--- src/rtl/ntt_ctrl.sv ---
// ntt_ctrl -- sequencing controller for the radix-2^RADIX_K1 NTT address path.
//
// Runs one complete transform (K stages x G groups = TOTAL AGU issues) per
// accepted start.  It generates the AGU enable and the read strobes derived
// from the AGU output-valid.  Butterfly-delayed write strobes come from a
// BF_LAT-deep pipe.  Ping-pong bank selects follow from the stage index.
//
// Ports
//   clk, rst_n            clock (rising edge), asynchronous active-low reset
//   start                 one-cycle transform request (honoured only in IDLE)
//   agu_out_en            AGU output-valid
//   agu_done_in           AGU end-of-transform flag
//   agu_enable            AGU enable, high for exactly TOTAL cycles per run
//   rd_en / wr_en         memory read / write strobes
//   rd_stage / wr_stage   stage index of the current read / write group
//   rd_bank / wr_bank     bank read / written this cycle
//   busy, done            run in progress / one-cycle completion pulse
//   err                   sticky AGU end-of-transform protocol error
//   state_dbg             current FSM state (IDLE=0, ISSUE=1, FLUSH=2, FIN=3)
//   cyc_cnt               busy-cycle counter, only with NTT_CTRL_PERF_EN
//
// Optional feature macro: NTT_CTRL_PERF_EN (adds cyc_cnt).
//
// Handshake: start is a pulse that is accepted only while busy=0.  Once it is
// accepted, busy stays high until and including the single done cycle.  A
// start seen while busy (including the done cycle) is dropped silently.
module ntt_ctrl #(
   parameter int D_WIDTH  = 32,
   parameter int LOGN     = 8,
   parameter int RADIX_K1 = 4,   // LOGN must be a multiple of RADIX_K1
   parameter int BF_LAT   = 4    // >= 1
) (
   input  logic               clk,
   input  logic               rst_n,
   input  logic               start,
   input  logic               agu_out_en,
   input  logic               agu_done_in,
   output logic               agu_enable,
   output logic               rd_en,
   output logic               wr_en,
   output logic [D_WIDTH-1:0] rd_stage,
   output logic [D_WIDTH-1:0] wr_stage,
   output logic               rd_bank,
   output logic               wr_bank,
   output logic               busy,
   output logic               done,
   output logic               err,
   output logic [1:0]         state_dbg
`ifdef NTT_CTRL_PERF_EN
   ,
   output logic [31:0]        cyc_cnt
`endif
);

   localparam int K     = LOGN / RADIX_K1;
   localparam int G_SH  = LOGN - RADIX_K1;        // log2(groups per stage)
   localparam int TOTAL = K << G_SH;
   localparam int CW    = $clog2(TOTAL + 1);      // holds TOTAL itself

   typedef enum logic [1:0] {IDLE = 2'd0, ISSUE = 2'd1, FLUSH = 2'd2, FIN = 2'd3} state_t;

   state_t              state, state_nxt;
   logic [CW-1:0]       issue_cnt, rd_cnt, wr_cnt;
   logic                agu_done_exp;             // cycle after the final agu_enable
   logic                accept;
   logic [BF_LAT-1:0]   sr_en;
   logic [D_WIDTH-1:0]  sr_stage [BF_LAT];

   assign accept    = (state == IDLE) && start;
   assign state_dbg = state;

   // ---------------- state register ----------------
   always_ff @(posedge clk or negedge rst_n) begin
      if (!rst_n) state <= IDLE;
      else        state <= state_nxt;
   end

   // ---------------- next-state logic ----------------
   always_comb begin
      state_nxt = state;
      case (state)
         IDLE:  if (start) state_nxt = ISSUE;
         ISSUE: if (issue_cnt == CW'(TOTAL - 1)) state_nxt = FLUSH;
         // Leave on the cycle of the last write so done lands right after it.
         FLUSH: if ((wr_en && (wr_cnt == CW'(TOTAL - 1))) || (wr_cnt == CW'(TOTAL)))
                   state_nxt = FIN;
         FIN:   state_nxt = IDLE;
         default: state_nxt = IDLE;
      endcase
   end

   // ---------------- output logic ----------------
   always_comb begin
      agu_enable = 1'b0;
      rd_en      = 1'b0;
      busy       = 1'b0;
      done       = 1'b0;
      case (state)
         ISSUE: begin
            agu_enable = 1'b1;
            rd_en      = agu_out_en;
            busy       = 1'b1;
         end
         FLUSH: begin
            rd_en = agu_out_en;
            busy  = 1'b1;
         end
         FIN: begin
            busy = 1'b1;
            done = 1'b1;
         end
         default: ;
      endcase
   end

   // ---------------- counters and protocol check ----------------
   always_ff @(posedge clk or negedge rst_n) begin
      if (!rst_n) begin
         issue_cnt    <= '0;
         rd_cnt       <= '0;
         wr_cnt       <= '0;
         err          <= 1'b0;
         agu_done_exp <= 1'b0;
      end else begin
         agu_done_exp <= agu_enable && (issue_cnt == CW'(TOTAL - 1));
         if (accept) begin
            issue_cnt <= '0;
            rd_cnt    <= '0;
            wr_cnt    <= '0;
            err       <= 1'b0;
         end else begin
            if (agu_enable) issue_cnt <= issue_cnt + CW'(1);
            if (rd_en)      rd_cnt    <= rd_cnt + CW'(1);
            if (wr_en)      wr_cnt    <= wr_cnt + CW'(1);
            // agu_done_in must appear exactly in the expected cycle, never elsewhere.
            if (agu_done_in != agu_done_exp) err <= 1'b1;
         end
      end
   end

   // Stage = read count divided by groups per stage (upper bits of rd_cnt).
   assign rd_stage = D_WIDTH'(rd_cnt >> G_SH);
   assign rd_bank  = rd_stage[0];

   // ---------------- butterfly-latency pipe ----------------
   always_ff @(posedge clk or negedge rst_n) begin
      if (!rst_n) begin
         sr_en <= '0;
         for (int i = 0; i < BF_LAT; i++) sr_stage[i] <= '0;
      end else begin
         sr_en[0]    <= rd_en;
         sr_stage[0] <= rd_stage;
         for (int i = 1; i < BF_LAT; i++) begin
            sr_en[i]    <= sr_en[i-1];
            sr_stage[i] <= sr_stage[i-1];
         end
      end
   end

   assign wr_en    = sr_en[BF_LAT-1];
   assign wr_stage = sr_stage[BF_LAT-1];
   // Gated by wr_en so the idle/reset value is 0 rather than ~0.
   assign wr_bank  = wr_en & ~wr_stage[0];

`ifdef NTT_CTRL_PERF_EN
   // Counts busy cycles; holds after done until the next accepted start.
   always_ff @(posedge clk or negedge rst_n) begin
      if (!rst_n)      cyc_cnt <= '0;
      else if (accept) cyc_cnt <= '0;
      else if (busy)   cyc_cnt <= cyc_cnt + 32'd1;
   end
`endif

endmodule

--- config.mk ---
export PLATFORM = sky130hd
export DESIGN_NAME = ntt_ctrl
export DESIGN_NICKNAME = d
export VERILOG_FILES = /design/src/rtl/ntt_ctrl.sv
export SDC_FILE = /design/constraint.sdc
export NUM_CORES = 1
export LEC_CHECK = 0
export CORE_MARGIN = 2
export CORE_UTILIZATION = 33
export CTS_CLUSTER_DIAMETER = 200
export DETAILED_ROUTE_END_ITERATION = 16
export GPL_ROUTABILITY_DRIVEN = 0
export GPL_TIMING_DRIVEN = 0
export HOLD_SLACK_MARGIN = 0.06
export MAX_ROUTING_LAYER = met4
export PLACE_DENSITY_LB_ADDON = 0.2
export SYNTH_ARGS = -nofsm -noshare
export SYNTH_HDL_FRONTEND = slang
export SYNTH_SLANG_ARGS = --single-unit
--- constraint.sdc ---
create_clock -name clk -period 3.79 [get_ports clk]
set_clock_uncertainty 0.1 [all_clocks]
set_input_delay 0.758 -clock clk [delete_from_list [all_inputs] [get_ports clk]]
set_output_delay 0.758 -clock clk [all_outputs]
set_load 0.05 [all_outputs]
==> results of run 1 <==
worst max-delay path, stage by stage:
cell and delay (ns):
clkdlybuf4s50_1 0.45, and2_1 0.12, clkbuf_1 0.32, clkdlybuf4s50_1 0.89
final cells by class:
cell class              count  area (um2)
repair buffers             18         175
well taps                  72        90.1
fillers                   527        3070
inverters                   5        18.8
clock inverters             2        12.5
clock buffers               6        82.6
plain buffers              69         503
multi-input cells         138         769
flip-flops and latches     34         851
path summary, 6_finish.rpt:
kind / cells past startpoint / start / to / slack [ns]
worst min register to register: 0 / sr_stage[97]$_DFF_PN0_ / sr_stage[65]$_DFF_PN0_ / 0.25
worst max-delay path: 4 / agu_out_en / rd_en / 0.39
worst min-delay path: 0 / sr_stage[97]$_DFF_PN0_ / sr_stage[65]$_DFF_PN0_ / 0.25
max in group asynchronous: 1 / rst_n / state_dbg[1]$_DFFE_PN0P_ / 2.68
min in group asynchronous: 1 / rst_n / rd_cnt[5]$_DFFE_PN0P_ / 0.43
worst max register to register: 6 / state_dbg[0]$_DFFE_PN0P_ / rd_cnt[5]$_DFFE_PN0P_ / 1.81
placed cells by master (no fill, tap or decap), types with 2 or more instances in the layout:
master,n
a21oi_1,3
o21ai_0,2
clkdlybuf4s50_1,17
and2_1,2
nor2b_1,2
nand4_1,7
clkbuf_8,6
clkbuf_1,4
nor2_1,19
inv_1,5
conb_1,60
dfrtp_1,34
buf_4,65
or3_1,2
ha_1,9
xnor2_1,3
nand2_1,5
xor2_1,11
mux2i_1,3
metal layers:
metal | vias up | GRT usage | wire (um)
met3 | 5 | 0.0337 | 223
met2 | 44 | 0.154 | 1390
met1 | 531 | 0.101 | 1160
met4 | 0 | 0.0305 | 27
met5 | - | - | 0
li1 | 636 | - | -
flip-flops by register name (all words and copies together), names as in the netlist:
| register | count |
|---|---|
| state_dbg | 2 |
| agu_done_exp | 1 |
| sr_en | 4 |
| err | 1 |
| wr_stage | 2 |
| wr_cnt | 6 |
| sr_stage | 6 |
| issue_cnt | 6 |
| rd_cnt | 6 |
report_power, final:
part           leakage (uW)  switching [uW]  internal (uW)  total [uW]
Sequential         0.000452            73.6            449         523
Clock             0.0000472             131            146         277
Combinational      0.000871             494            270         764
Total               0.00137             699            865        1560
through the flow:
stage | std cells | utilization
after floorplan | 246 | -
after global placement | 336 | 0.433
after detailed placement | 336 | 0.432
after CTS | 344 | 0.449
after global routing | 344 | 0.449
final | 344 | 0.449
logic make-up (layout without fill, tap and decap cells):
kind of cell,after synthesis,count (layout),synth area share
buffers and inverters,74,100,0.272
and+or+nand+nor,43,43,0.110
DFF,34,34,0.443
xor gates and xnor gates,14,14,0.0638
adders and majority gates,9,9,0.0586
AOI/OAI and AO/OA,8,8,0.0274
muxes,4,4,0.0235
other,1,60,0.00195
==> metrics.yaml, run 1 <==
status: "finished clean"
drc_errors: 0
synth_most_common_cell: "buf_4"
cp.required_ns: 2.93
timing.fmax_ghz: 0.294
dr.pass1.iters: 2
peakVddDrop_v: 0.000285
die_w_um: 80.3
cts_tree: "built"
setup_viol: 0
ant_nets: 0
hold_path_class: "reg -> reg"
crit_type: "in -> out"
ys_top_cells_by_area: "dfrtp_1, buf_4, ha_1"
die-area_um2: 6450
ios: 79
grt_pass1_wl_mm: 4.46
min_period_over_period: 0.896
post-place-ws_ns: 0.359
arrival_ns: 2.54
drive_gt1_frac: 0.283
setup_ws_ns: 0.393
drt_iter0_drc: 32
synth_cells: 187
overflow: 0
whs_ns: 0.250
path_max_fanout: 8
synth_top_area_cell: "dfrtp_1"
ys_seq_elements: 34
area_growth_pct: 30.3
synth_top_area_frac: 0.443
period_needed_ns: 3.40
first_global_vias: 1038
root_buffer: "clkbuf_8"
fin_tns_setup_ns: 0
cts.repair.resized: 0
power_leakage_uw: 0.00137
dpl_cell_area_um2: 2410
grt_usage: 0.0918
fp.dieH_um: 80.3
drt-wirelength-per-cell_um: 8.12
drt_wl_total_mm: 2.79
cts_sinks: 34
max_cap_violations: 0
synthFlopType: "dfrtp_1"
yosysWarnings: 0
finalNetCount: 285
slew_viol_final: 0
grt_setup_unrepaired: "false"
async_reset_ff_frac: 1.00
synth.avg_cell_area_um2: 10.3
dp_hpwl_mm: 2.13
cts.htree.levels: 2
port_buffers: 18
relSlewSlack: 0.507
clk_pin_slew_worst_paths_ns: 0.07
finalHoldViolCount: 0
antenna_found_initial: 0
clk_latency_ns: 0.28
diodes: 0
core_area_um2: 5570
post_cts_buffers: 0
start_util: 0.345
cts_max_path_buffers: 2
ctsHoldBuffers: 0
grt_max_degree: 35
finalInstanceArea_um2: 2500
synthTopCellsByCount: "buf_4, dfrtp_1, nor2_1, xor2_1, ha_1"
via_per_inst: 3.53
p_per_area_nw_per_um2: 625
seq_area_frac_synth: 0.443
num_rows: 27
ys_types: 27
cts_buffers: 5
via_count: 1216
tightest_slew_ns: 0.740
synth_area_um2: 1920
end_kind: "output pin"
total_power_uw: 1560
synth_enable_flop_cells: 0
critPathLaunchType: "primary input"
(Power assumes the default switching activity.)
==> run 2: changes to the inputs <==
CORE_ASPECT_RATIO = 0.5   (was unset)
CORE_UTILIZATION = 46   (was 33)
CTS_CLUSTER_DIAMETER = unset   (was 200)
==> run 2 against run 1 <==
Cell count shrank 5.2%. Die area shrank 26%. Sequential power is essentially flat. Setup slack lost 0.012 ns. First-iteration DRC count shrank 44%. Power grew 0.32%. Sequential share of layout area grew 0.36 points. Largest cell class unchanged.
==> metrics.yaml, run 2 (same netlist as run 1, synthesis figures left out) <==
critPathTopFamily: "buffers and inverters"
arrival_ns: 2.55  # about the same
cts_buffers: 5  # unchanged
cts.repair.resized: 0  # unchanged
fill_cells: 329  # -38%
ctsHoldBuffers: 0  # unchanged
clk_latency_ns: 0.29  # about the same
fp.dieH_um: 49.7  # -38%
cts.htree.levels: 2  # unchanged
whs_ns: 0.248  # -0.00180 ns
period_needed_ns: 3.41  # +0.0123 ns
cp.required_ns: 2.93  # about the same
wl_met1_mm: 1.24  # +7.0%
min_period_over_period: 0.900  # +0.00325
dp_hpwl_mm: 2.36  # +11%
mostFrequentLayoutCell: "buf_4"
setup_viol: 0  # unchanged
reg2reg_depth: 6  # unchanged
ant_nets: 0  # unchanged
tightest_slew_ns: 0.721  # -0.0189 ns
start_util: 0.485  # +0.140
ios: 79  # unchanged
whs_path_depth: 0  # unchanged
path_cells: "clkdlybuf4s50_1 -> and2_1 -> clkbuf_1 -> clkdlybuf4s50_1"
cts_tree: "built"
max_cap_violations: 0  # unchanged
cpPeakStageDelay_ns: 0.89  # about the same
grt_setup_unrepaired: "false"
status: "finished clean"
via_per_inst: 3.81  # +7.9%
num_rows: 16  # -41%
met2WireLength_mm: 1.47  # +6.1%
grt_pass1_wl_mm: 4.97  # +11%
antenna_found_initial: 0  # unchanged
root_buffer: "clkbuf_8"
register_area_um2: 851  # unchanged
finalHoldViolCount: 0  # unchanged
dr.pass1.iters: 4  # +2
dr_wl_met3_um: 300  # +35%
cts_max_path_buffers: 2  # unchanged
overflow: 0  # unchanged
hold_path_class: "reg -> reg"
power_leakage_uw: 0.00137  # about the same
drive_gt1_frac: 0.279  # -0.00368
die-area_um2: 4740  # -26%
timing.fmax_ghz: 0.293  # -0.36%
post_cts_buffers: 0  # unchanged
slew_viol_final: 0  # unchanged
peakVddDrop_v: 0.000502  # +76%
crit_cells: 4  # unchanged
path_common_cell: "clkdlybuf4s50_1"
drc_errors: 0  # unchanged
r2r_slack_ns: 1.70  # -0.11 ns
cts_sinks: 34  # unchanged
path_max_fanout: 8  # unchanged
top_layer: "met4"
drt-wirelength-per-cell_um: 9.46  # +16%
p_per_area_nw_per_um2: 633  # +1.4%
final_cell_mix: "buf_4, conb_1, dfrtp_1, nor2_1, clkdlybuf4s50_1"
grt_max_degree: 35  # unchanged
relSlewSlack: 0.520  # +0.0126
multi_input_area_um2: 769  # unchanged
drt_wl_total_mm: 3.08  # +10%
area_growth_pct: 28.9
finalNetCount: 285  # unchanged
die_w_um: 95.4  # +19%
diodes: 0  # unchanged
crit_type: "in -> out"
crit_buf_inv: 3  # unchanged
via_count: 1243  # +2.2%
critPathLaunchType: "primary input"
slowest_stage: "clkdlybuf4s50_1"
clk_pin_slew_worst_paths_ns: 0.06  # about the same
end_kind: "output pin"
core_area_um2: 3960  # -29%
fin_tns_setup_ns: 0  # unchanged
port_buffers: 18  # unchanged
first_global_vias: 1130  # +8.9%
grt_usage: 0.142  # +0.0503
drt_iter0_drc: 18  # -44%
run 2: cell types whose count changed in the layout (fill, tap and decap cells not counted):
cell        delta
clkinvlp_4     -1
clkbuf_1       +1
run 2: stage by stage:
| step | total power (uW) | util | setup slack [ns] | instance area, um2 | instances |
|---|---|---|---|---|---|
| 3_5_place_dp | 1300 | 0.602 | 0.364 | 2380 | 318 |
| 4_1_cts | 1580 | 0.625 | 0.359 | 2480 | 326 |
| 2_1_floorplan | 1130 | - | 1.08 | 2140 | 246 |
| 5_1_grt | 1670 | 0.625 | 0.298 | 2480 | 326 |
| 3_3_place_gp | 1280 | 0.603 | 0.379 | 2390 | 318 |
| 6_report | 1570 | 0.625 | 0.381 | 2480 | 326 |
run 2: final timing paths:
| kind | startpoint | end |
|---|---|---|
| max in group asynchronous | rst_n | wr_stage[1]$_DFF_PN0_ |
| max reg2reg | state_dbg[0]$_DFFE_PN0P_ | rd_cnt[4]$_DFFE_PN0P_ |
| max | agu_out_en | rd_en |
| min reg2reg | sr_en[2]$_DFF_PN0_ | sr_en[3]$_DFF_PN0_ |
| min in group asynchronous | rst_n | rd_cnt[3]$_DFFE_PN0P_ |
| min | sr_en[2]$_DFF_PN0_ | sr_en[3]$_DFF_PN0_ |
run 2: worst register-to-register path: stages, from the launching register on:
cell and delay [ns]:
dfrtp_1 0.42, inv_1 0.14, ha_1 0.18, and2_1 0.13, clkbuf_1 0.41, clkbuf_1 0.43, nor2_1 0.13
run 2: cell type report:
class                           count  area share
Sequential cell                    34       0.344
Buffer                             69       0.203
Inverter                            5     0.00758
Multi-Input combinational cell    138       0.311
Timing Repair Buffer               18      0.0707
Clock buffer                        7      0.0349
Tap cell                           54      0.0273
Clock inverter                      1     0.00202
run 2: power breakdown:
| group | switching (uW) | internal (uW) | leakage (uW) |
|---|---|---|---|
| clock | 125 | 146 | 0.0000482 |
| sequential | 75.9 | 449 | 0.000452 |
| combinational | 502 | 270 | 0.000871 |
run 2: per-layer routing:
| layer | vias up | global-route usage |
|---|---|---|
| met4 | 0 | 0.0643 |
| met5 | - | - |
| met2 | 50 | 0.236 |
| met3 | 10 | 0.0474 |
| li1 | 641 | - |
| met1 | 542 | 0.156 |
